[src/rtl/cpu_pkg.sv]
// cpu_pkg: constants shared by decode, the writeback select and the
// writeback/register-file stage.
//   ADDR_W / OP_W / DATA_W : register index, operation-select and data widths
//   OP_*                   : bit positions inside the one-hot operation select
//   WB_MASK                : select bits whose instructions write a register
//                            (bit 2 LOAD, plus ALU/immediate/move paths);
//                            store (3) and control flow (14-17) never write
package cpu_pkg;

  localparam int DATA_W = 32;
  localparam int ADDR_W = 5;
  localparam int OP_W   = 20;

  localparam int OP_ADD   = 0;
  localparam int OP_SUB   = 1;
  localparam int OP_LOAD  = 2;
  localparam int OP_STORE = 3;

  localparam logic [OP_W-1:0] WB_MASK = 20'hC3FF7;

endpackage

[src/rtl/regfile_2r1w.sv]
// regfile_2r1w: architectural register storage, two combinational read
// ports and one synchronous write port. Register 0 is hardwired to zero.
//   clk, reset          : clock, synchronous active-high clear of all registers
//   we, waddr, wdata    : write port, applied on the rising edge
//   raddr0/1, rdata0/1  : combinational read ports (index 0 reads zero)
module regfile_2r1w #(
  parameter int DATA_W = 32,
  parameter int ADDR_W = 5
) (
  input  logic              clk,
  input  logic              reset,
  input  logic              we,
  input  logic [ADDR_W-1:0] waddr,
  input  logic [DATA_W-1:0] wdata,
  input  logic [ADDR_W-1:0] raddr0,
  input  logic [ADDR_W-1:0] raddr1,
  output logic [DATA_W-1:0] rdata0,
  output logic [DATA_W-1:0] rdata1
);

  localparam int N_REGS = 2 ** ADDR_W;

  logic [DATA_W-1:0] mem [0:N_REGS-1];

  // Reset has priority, so a write arriving with reset is discarded.
  always_ff @(posedge clk) begin
    if (reset) begin
      for (int i = 0; i < N_REGS; i++) begin
        mem[i] <= '0;
      end
    end else if (we && (waddr != '0)) begin
      mem[waddr] <= wdata;
    end
  end

  assign rdata0 = (raddr0 == '0) ? '0 : mem[raddr0];
  assign rdata1 = (raddr1 == '0) ? '0 : mem[raddr1];

endmodule

[src/rtl/writeback_regfile.sv]
// writeback_regfile: one-entry writeback pipeline register in front of the
// architectural register file, with bypass on both decode read ports and a
// retired-write counter.
//   clk, reset                  : clock, synchronous active-high reset
//   wb_valid_in, wb_result,
//   wb_rd, wb_select, wb_flush  : instruction arriving from the writeback select
//   rs1_addr/rs2_addr           : decode read indices
//   rs1_data/rs2_data           : combinational read data (bypassed)
//   wb_pending, wb_pending_rd   : WB entry will write a register at the next edge
//   retired_count               : committed register-writing instructions
//
// Handshake: valid-only, no ready. The stage never stalls; an instruction
// with wb_valid_in=1 and wb_flush=0 in cycle N is always accepted at edge N
// and commits at edge N+1. There is no backpressure path.
module writeback_regfile #(
  parameter int DATA_W = cpu_pkg::DATA_W,
  parameter int ADDR_W = cpu_pkg::ADDR_W,
  parameter int OP_W   = cpu_pkg::OP_W
) (
  input  logic              clk,
  input  logic              reset,
  input  logic              wb_valid_in,
  input  logic [DATA_W-1:0] wb_result,
  input  logic [ADDR_W-1:0] wb_rd,
  input  logic [OP_W-1:0]   wb_select,
  input  logic              wb_flush,
  input  logic [ADDR_W-1:0] rs1_addr,
  input  logic [ADDR_W-1:0] rs2_addr,
  output logic [DATA_W-1:0] rs1_data,
  output logic [DATA_W-1:0] rs2_data,
  output logic              wb_pending,
  output logic [ADDR_W-1:0] wb_pending_rd,
  output logic [31:0]       retired_count
);

  import cpu_pkg::*;

  localparam logic [OP_W-1:0] MASK = OP_W'(WB_MASK);

  logic              we_in;
  logic              wb_valid_q;
  logic [ADDR_W-1:0] wb_rd_q;
  logic [DATA_W-1:0] wb_data_q;
  logic              commit_we;
  logic [DATA_W-1:0] rf_rdata0;
  logic [DATA_W-1:0] rf_rdata1;

  // Multi-hot or empty selects are not errors: any masked bit means write.
  assign we_in = wb_valid_in & ~wb_flush & (|(wb_select & MASK));

  // WB register reloads every cycle; the stage has no stall.
  always_ff @(posedge clk) begin
    if (reset) begin
      wb_valid_q <= 1'b0;
      wb_rd_q    <= '0;
      wb_data_q  <= '0;
    end else begin
      wb_valid_q <= we_in;
      wb_rd_q    <= wb_rd;
      wb_data_q  <= wb_result;
    end
  end

  // Writes to r0 still retire (NOP-class ops); the counter wraps naturally.
  always_ff @(posedge clk) begin
    if (reset) begin
      retired_count <= '0;
    end else if (wb_valid_q) begin
      retired_count <= retired_count + 32'd1;
    end
  end

  assign commit_we     = wb_valid_q & (wb_rd_q != '0);
  assign wb_pending    = commit_we;
  assign wb_pending_rd = wb_rd_q;

  regfile_2r1w #(
    .DATA_W (DATA_W),
    .ADDR_W (ADDR_W)
  ) u_regfile (
    .clk    (clk),
    .reset  (reset),
    .we     (commit_we),
    .waddr  (wb_rd_q),
    .wdata  (wb_data_q),
    .raddr0 (rs1_addr),
    .raddr1 (rs2_addr),
    .rdata0 (rf_rdata0),
    .rdata1 (rf_rdata1)
  );

  // The pending WB entry is newer than the array, so it wins on a match.
  // commit_we already excludes r0, which keeps index 0 reading zero.
  assign rs1_data = (commit_we && (wb_rd_q == rs1_addr)) ? wb_data_q : rf_rdata0;
  assign rs2_data = (commit_we && (wb_rd_q == rs2_addr)) ? wb_data_q : rf_rdata1;

endmodule
[config.mk]
export PLATFORM = sky130hd
export DESIGN_NAME = writeback_regfile
export DESIGN_NICKNAME = d
export VERILOG_FILES = /design/src/rtl/cpu_pkg.sv /design/src/rtl/regfile_2r1w.sv /design/src/rtl/writeback_regfile.sv
export SDC_FILE = /design/constraint.sdc
export NUM_CORES = 2
export LEC_CHECK = 0
export CAP_MARGIN = 10
export CORE_MARGIN = 8
export CORE_UTILIZATION = 30
export CTS_CLUSTER_DIAMETER = 60
export DETAILED_ROUTE_END_ITERATION = 12
export GPL_TIMING_DRIVEN = 1
export PLACE_DENSITY_LB_ADDON = 0.05
export SLEW_MARGIN = 20
export SYNTH_ARGS = -nofsm -noshare
export SYNTH_HDL_FRONTEND = slang
export SYNTH_SLANG_ARGS = --single-unit
export TNS_END_PERCENT = 50
[constraint.sdc]
create_clock -name clk -period 6.5 [get_ports clk]
set_clock_uncertainty 0.15 [all_clocks]
set_input_delay 1.3 -clock clk [delete_from_list [all_inputs] [get_ports clk]]
set_output_delay 1.3 -clock clk [all_outputs]
set_load 0.05 [all_outputs]
* Word-level counts from Yosys, hierarchy flattened *
Memory sizes are Yosys's and may differ from the RTL's.
Index checks and enable logic that the tools add are counted.

cells by class
  $add $sub $neg = 1
  equality and inequality tests = 2
  mux-type cells = 12
  bitwise logic cells = 4
  reduce and logical (&&, ||, !) cells = 8

operator list
  operator                                                         number
  32-bit two-way mux                                               5
  32-bit by 1-bit adder with 32-bit output, second input constant  1
  32-bit OR reduction                                              1
  15-bit OR reduction                                              1
  5-bit equality test                                              2
  5-bit zero test                                                  2
  1-bit two-way mux                                                6
  5-bit two-way mux                                                1
  5-bit nonzero test                                               1
  1-bit AND                                                        3
  1-bit logical AND                                                3
  1-bit inverter                                                   1

storage, ports and cells
  register bits after elaboration = 70
  RAM bits = 1,024
  bits of input ports = 71
  logic and storage cells = 32
  memories = 1

memories
  name           depth  width  read ports  clocked after memory_dff  wr ports  line                text
  u_regfile.mem  32     32     2           0                         32        regfile_2r1w.sv:23  logic [DATA_W-1:0] mem [0:N_REGS-1];

* Longest topological paths before layout *
  depth after elaboration = 8
  gate-level depth with buffers = 10

* By module *
Synthesis repeated with hierarchy kept, for this count alone.

unflattened totals
  cells, all modules = 3,852
  area, all modules = 57,730.4 um^2

modules (own cells, without submodules)
  module             instances  cells an instance  area each (um^2)
  regfile_2r1w       1          3,502              54,253.3
  writeback_regfile  1          350                3,477.1

* Worst setup path before layout *
Ideal clock, no wire load.

  path type = input port to output port
  start = input port rs1_addr[0]
  end = output port rs1_data[30]
  arrival time = 3,450 ps
  required time = 5,050 ps
  slack = 1,600 ps
  cell stages on the path = 9
  path buffers = 4
  cells stage by stage = buf_2 -> buf_2 -> buf_4 -> buf_4 -> mux2i_1 -> a221oi_1 -> a21oi_1 -> o21a_1 -> o211ai_1

between the ends
  longest elaborated chain between the ends = 3
  elaborated cells between the ends (all ways) = 6

ends and longest elaborated chain
  what                                                            line                                         text
  start: declaration                                              writeback_regfile.sv:27                      input logic [ADDR_W-1:0] rs1_addr,
  memory read 32 x 32 bit, or another cell as far along           n/a
  32-bit two-way mux / 1-bit logical AND (equally long branches)  regfile_2r1w.sv:36, writeback_regfile.sv:94
  32-bit two-way mux *                                            writeback_regfile.sv:94                      assign rs1_data = (commit_we && (wb_rd_q == rs1_addr)) ? wb_data_q : rf_rdata0;
  end: declaration                                                writeback_regfile.sv:29                      output logic [DATA_W-1:0] rs1_data,

Every way passes the cells marked *; elsewhere a longest branch is shown, timed or not.

* Worst setup path after layout *
  start = input port rs1_addr[2]
  end = output port rs1_data[6]

Same word-level chain as after synthesis.

==> flow_summary_export.csv <==
group,metric,value,unit
run_status,status,"complete, no violations",
floorplan,die_height,454,µm
timing,final-setup-viol-count,0,
route,drtIter0Drc,3249,
timing,whs,0.357,ns
route,wl_per_cell,35.6,µm
pwr,powerDensity,262,nW/µm²
floorplan,start_util,0.302,
pwr,power_frac_comb,0.113,
synth,yosysSeqAreaShare,0.560,
grt,overflow,0,
synth,synth_edf_count,1024,
timing,tns,0,ns
route,drcViolationCount,0,
placement,post-dp-hpwl,143000,µm
synth,synth_area,57500,µm²
cts,htreeDepth,4,
timing,worstMarginPinSlew,1.08,ns
grt,busiest_layer,"met2",
timing,finalCritPeriodShare,0.875,
pwr,p_leak,24.4,nW
floorplan,rows,160,
floorplan,core,190000,µm²
critical_path,critPathArrivalTime,4.24,ns
layout,n_fill_cell,18200,
critical_path,worst-path-max-fanout,46,
placement,place_congestion,0.765,
pwr,peakVddDrop,0.000237,V
layout,mostFrequentLayoutCells,"1024 x edfxtp_1, 996 x and2_1, 428 x mux4_2",
critical_path,required,5.05,ns
pwr,intPower,13.1,mW
layout,drive_above_1_share,0.231,
grt,met2_usage,0.390,
pwr,p_switching,4.61,mW
synth,synth_area_per_cell,14.5,µm²
timing,slew_violations,0,
cts,cts.sinks,1094,
critical_path,worstSetupPathType,"in -> out",
layout,final_util,0.354,
cts,cts-resized-gates,0,
pwr,power_frac_clock,0.434,
grt,antenna_found_initial,21,
layout,final_nets,4160,
min_path,hp-class,"reg -> reg",
grt,grt_pass1_wl,326000,µm
floorplan,ios,173,
cts,postCtsSetupBuffers,0,
synth,synthCells,3967,
timing,max_freq,176,MHz
run,drv_cap,0,
cts,cts_tree,"built",
pwr,p_sw_frac,0.261,
placement,port_buffers,167,
route,wl,240000,µm
pwr,finalPower,17.7,mW
cts,cts.clk_slew.worst_paths,0.06,ns
critical_path,end_kind,"output pin",
critical_path,start_kind,"input port",
timing,hold_viol_final,0,
route,via_per_inst,5.41,
grt,grtUsageMet3,0.0286,
layout,syn_to_final_growth,17.3,%
floorplan,die_area,206000,µm²
cts,clkLatencyLatePin,0.77,ns
synth,yosysWarnings,0,
grt,grt_usage,0.228,
cts,root_buffer,"clkbuf_16",
pwr,pwr-share-seq,0.452,
timing,period_minus_slack,5.69,ns
timing,rsz0062_at_grt,"no",
cts,cts_hold_buf,0,
route,first_pass_iters,7,
layout,layout_commonest_cell,"edfxtp_1",
route,vias,36400,
synth,synth-main-ff-cell,"edfxtp_1",
synth,synthArstFlopShare,0,
timing,relSlewSlack,0.276,
synth,synth_cell_types,48,
floorplan,die-width,454,µm
route,detail-route-antenna-nets,0,
grt,grt_use_met1,0.310,
cts,clockBufferDepth,3,
grt,grt_max_degree,79,
grt,grt_pass1_vias,37300,
synth,ys_seq_elements,1094,
cts,numCtsBuffers,143,
-- path summary, 6_finish.rpt --
check | cells past startpoint | slack, ns | end | startpoint
max | 8 | 0.81 | rs1_data[6] | rs1_addr[2]
min | 2 | 0.36 | retired_count[14] | retired_count[14]
max reg2reg | 5 | 2.03 | u_regfile.mem[28][29] | wb_pending_rd[3]
min reg2reg | 2 | 0.36 | retired_count[14] | retired_count[14]
-- final cells by class --
class	instances	area, µm²	share of cell area
Sequential cell	1094	32200	0.477
Multi-Input combinational cell	2479	24000	0.356
Clock buffer	212	4140	0.0614
Timing Repair Buffer	360	3600	0.0534
Tap cell	2511	3140	0.0466
Clock inverter	49	309	0.00459
Inverter	10	40.0	0.000594
Antenna cell	13	32.5	0.000483
-- routing by layer --
| layer | wire [µm] | up-vias |
|---|---|---|
| met5 | 0 | - |
| met4 | 5530 | 0 |
| met3 | 12000 | 270 |
| met2 | 118000 | 1227 |
| met1 | 104000 | 19400 |
| li1 | - | 15500 |
-- synthesized netlist by cell type, drive strengths merged (2+ instances only) --
cell       n  share of area
nor2b     73         0.0079
nor4      11         0.0012
a21boi    31         0.0041
or2       31         0.0034
dfxtp     70          0.024
a221o     31         0.0054
or3        5        0.00054
a21oi    102         0.0089
nor2      68         0.0044
nand3b     5        0.00065
nand2     23         0.0015
xnor2     28         0.0043
and4       4        0.00061
buf       85         0.0089
o31ai      4        0.00061
a22oi    104          0.014
and3       2        0.00022
edfxtp  1024           0.54
or3b       2        0.00030
a221oi    85          0.013
nor3      11        0.00096
o21bai    31         0.0041
inv       10        0.00065
o21ai     36         0.0031
clkbuf   330          0.022
nand4      9        0.00098
mux2i    234          0.041
xor2       8         0.0012
nand3     22         0.0019
mux4     428           0.17
a211o     33         0.0050
and2     997           0.11
o22a      22         0.0034
-- cells by family after synthesis --
family,Yosys count,synth area share
compound gates,484,0.0618
xor+xnor,36,0.00549
fa+ha+maj,1,0.000218
buf+inv,425,0.0311
flops,1094,0.560
mux,662,0.209
other cells,1,0.0000653
simple gates,1264,0.133
-- power by group through the flow --
stage	Sequential, mW	Clock (mW)	Combinational, mW
floorplan	8.09	0	1.15
global placement	8.14	0	2.04
detailed placement	8.14	0	2.03
CTS	8.00	7.85	2.04
global route	8.02	8.08	2.08
finish	8.00	7.67	2.01
-- per-stage QoR --
stage / setup slack, ns / instances / instance area, µm²
final: 0.810 / 6728 / 67400
after global routing: 0.840 / 6715 / 67400
after CTS: 0.892 / 6715 / 67300
after detailed placement: 0.941 / 6454 / 62900
after global placement: 0.930 / 6454 / 62900
after floorplan: 1.60 / 3998 / 57600
-- state kept, by name, indices dropped and copies added (netlist names) --
signal         cells
wb_pending_rd      5
wb_valid_q         1
retired_count     32
wb_data_q         32
u_regfile.mem   1024
-- worst max-delay path, cell delays in order --
cell and delay [ns]:
buf_4 0.54, nor2b_4 0.12, buf_12 0.23, a221oi_1 0.67
a22oi_1 0.18, a21oi_1 0.50, a221o_1 0.30, buf_4 0.26
Note: power is estimated with default switching activity, not from simulation.
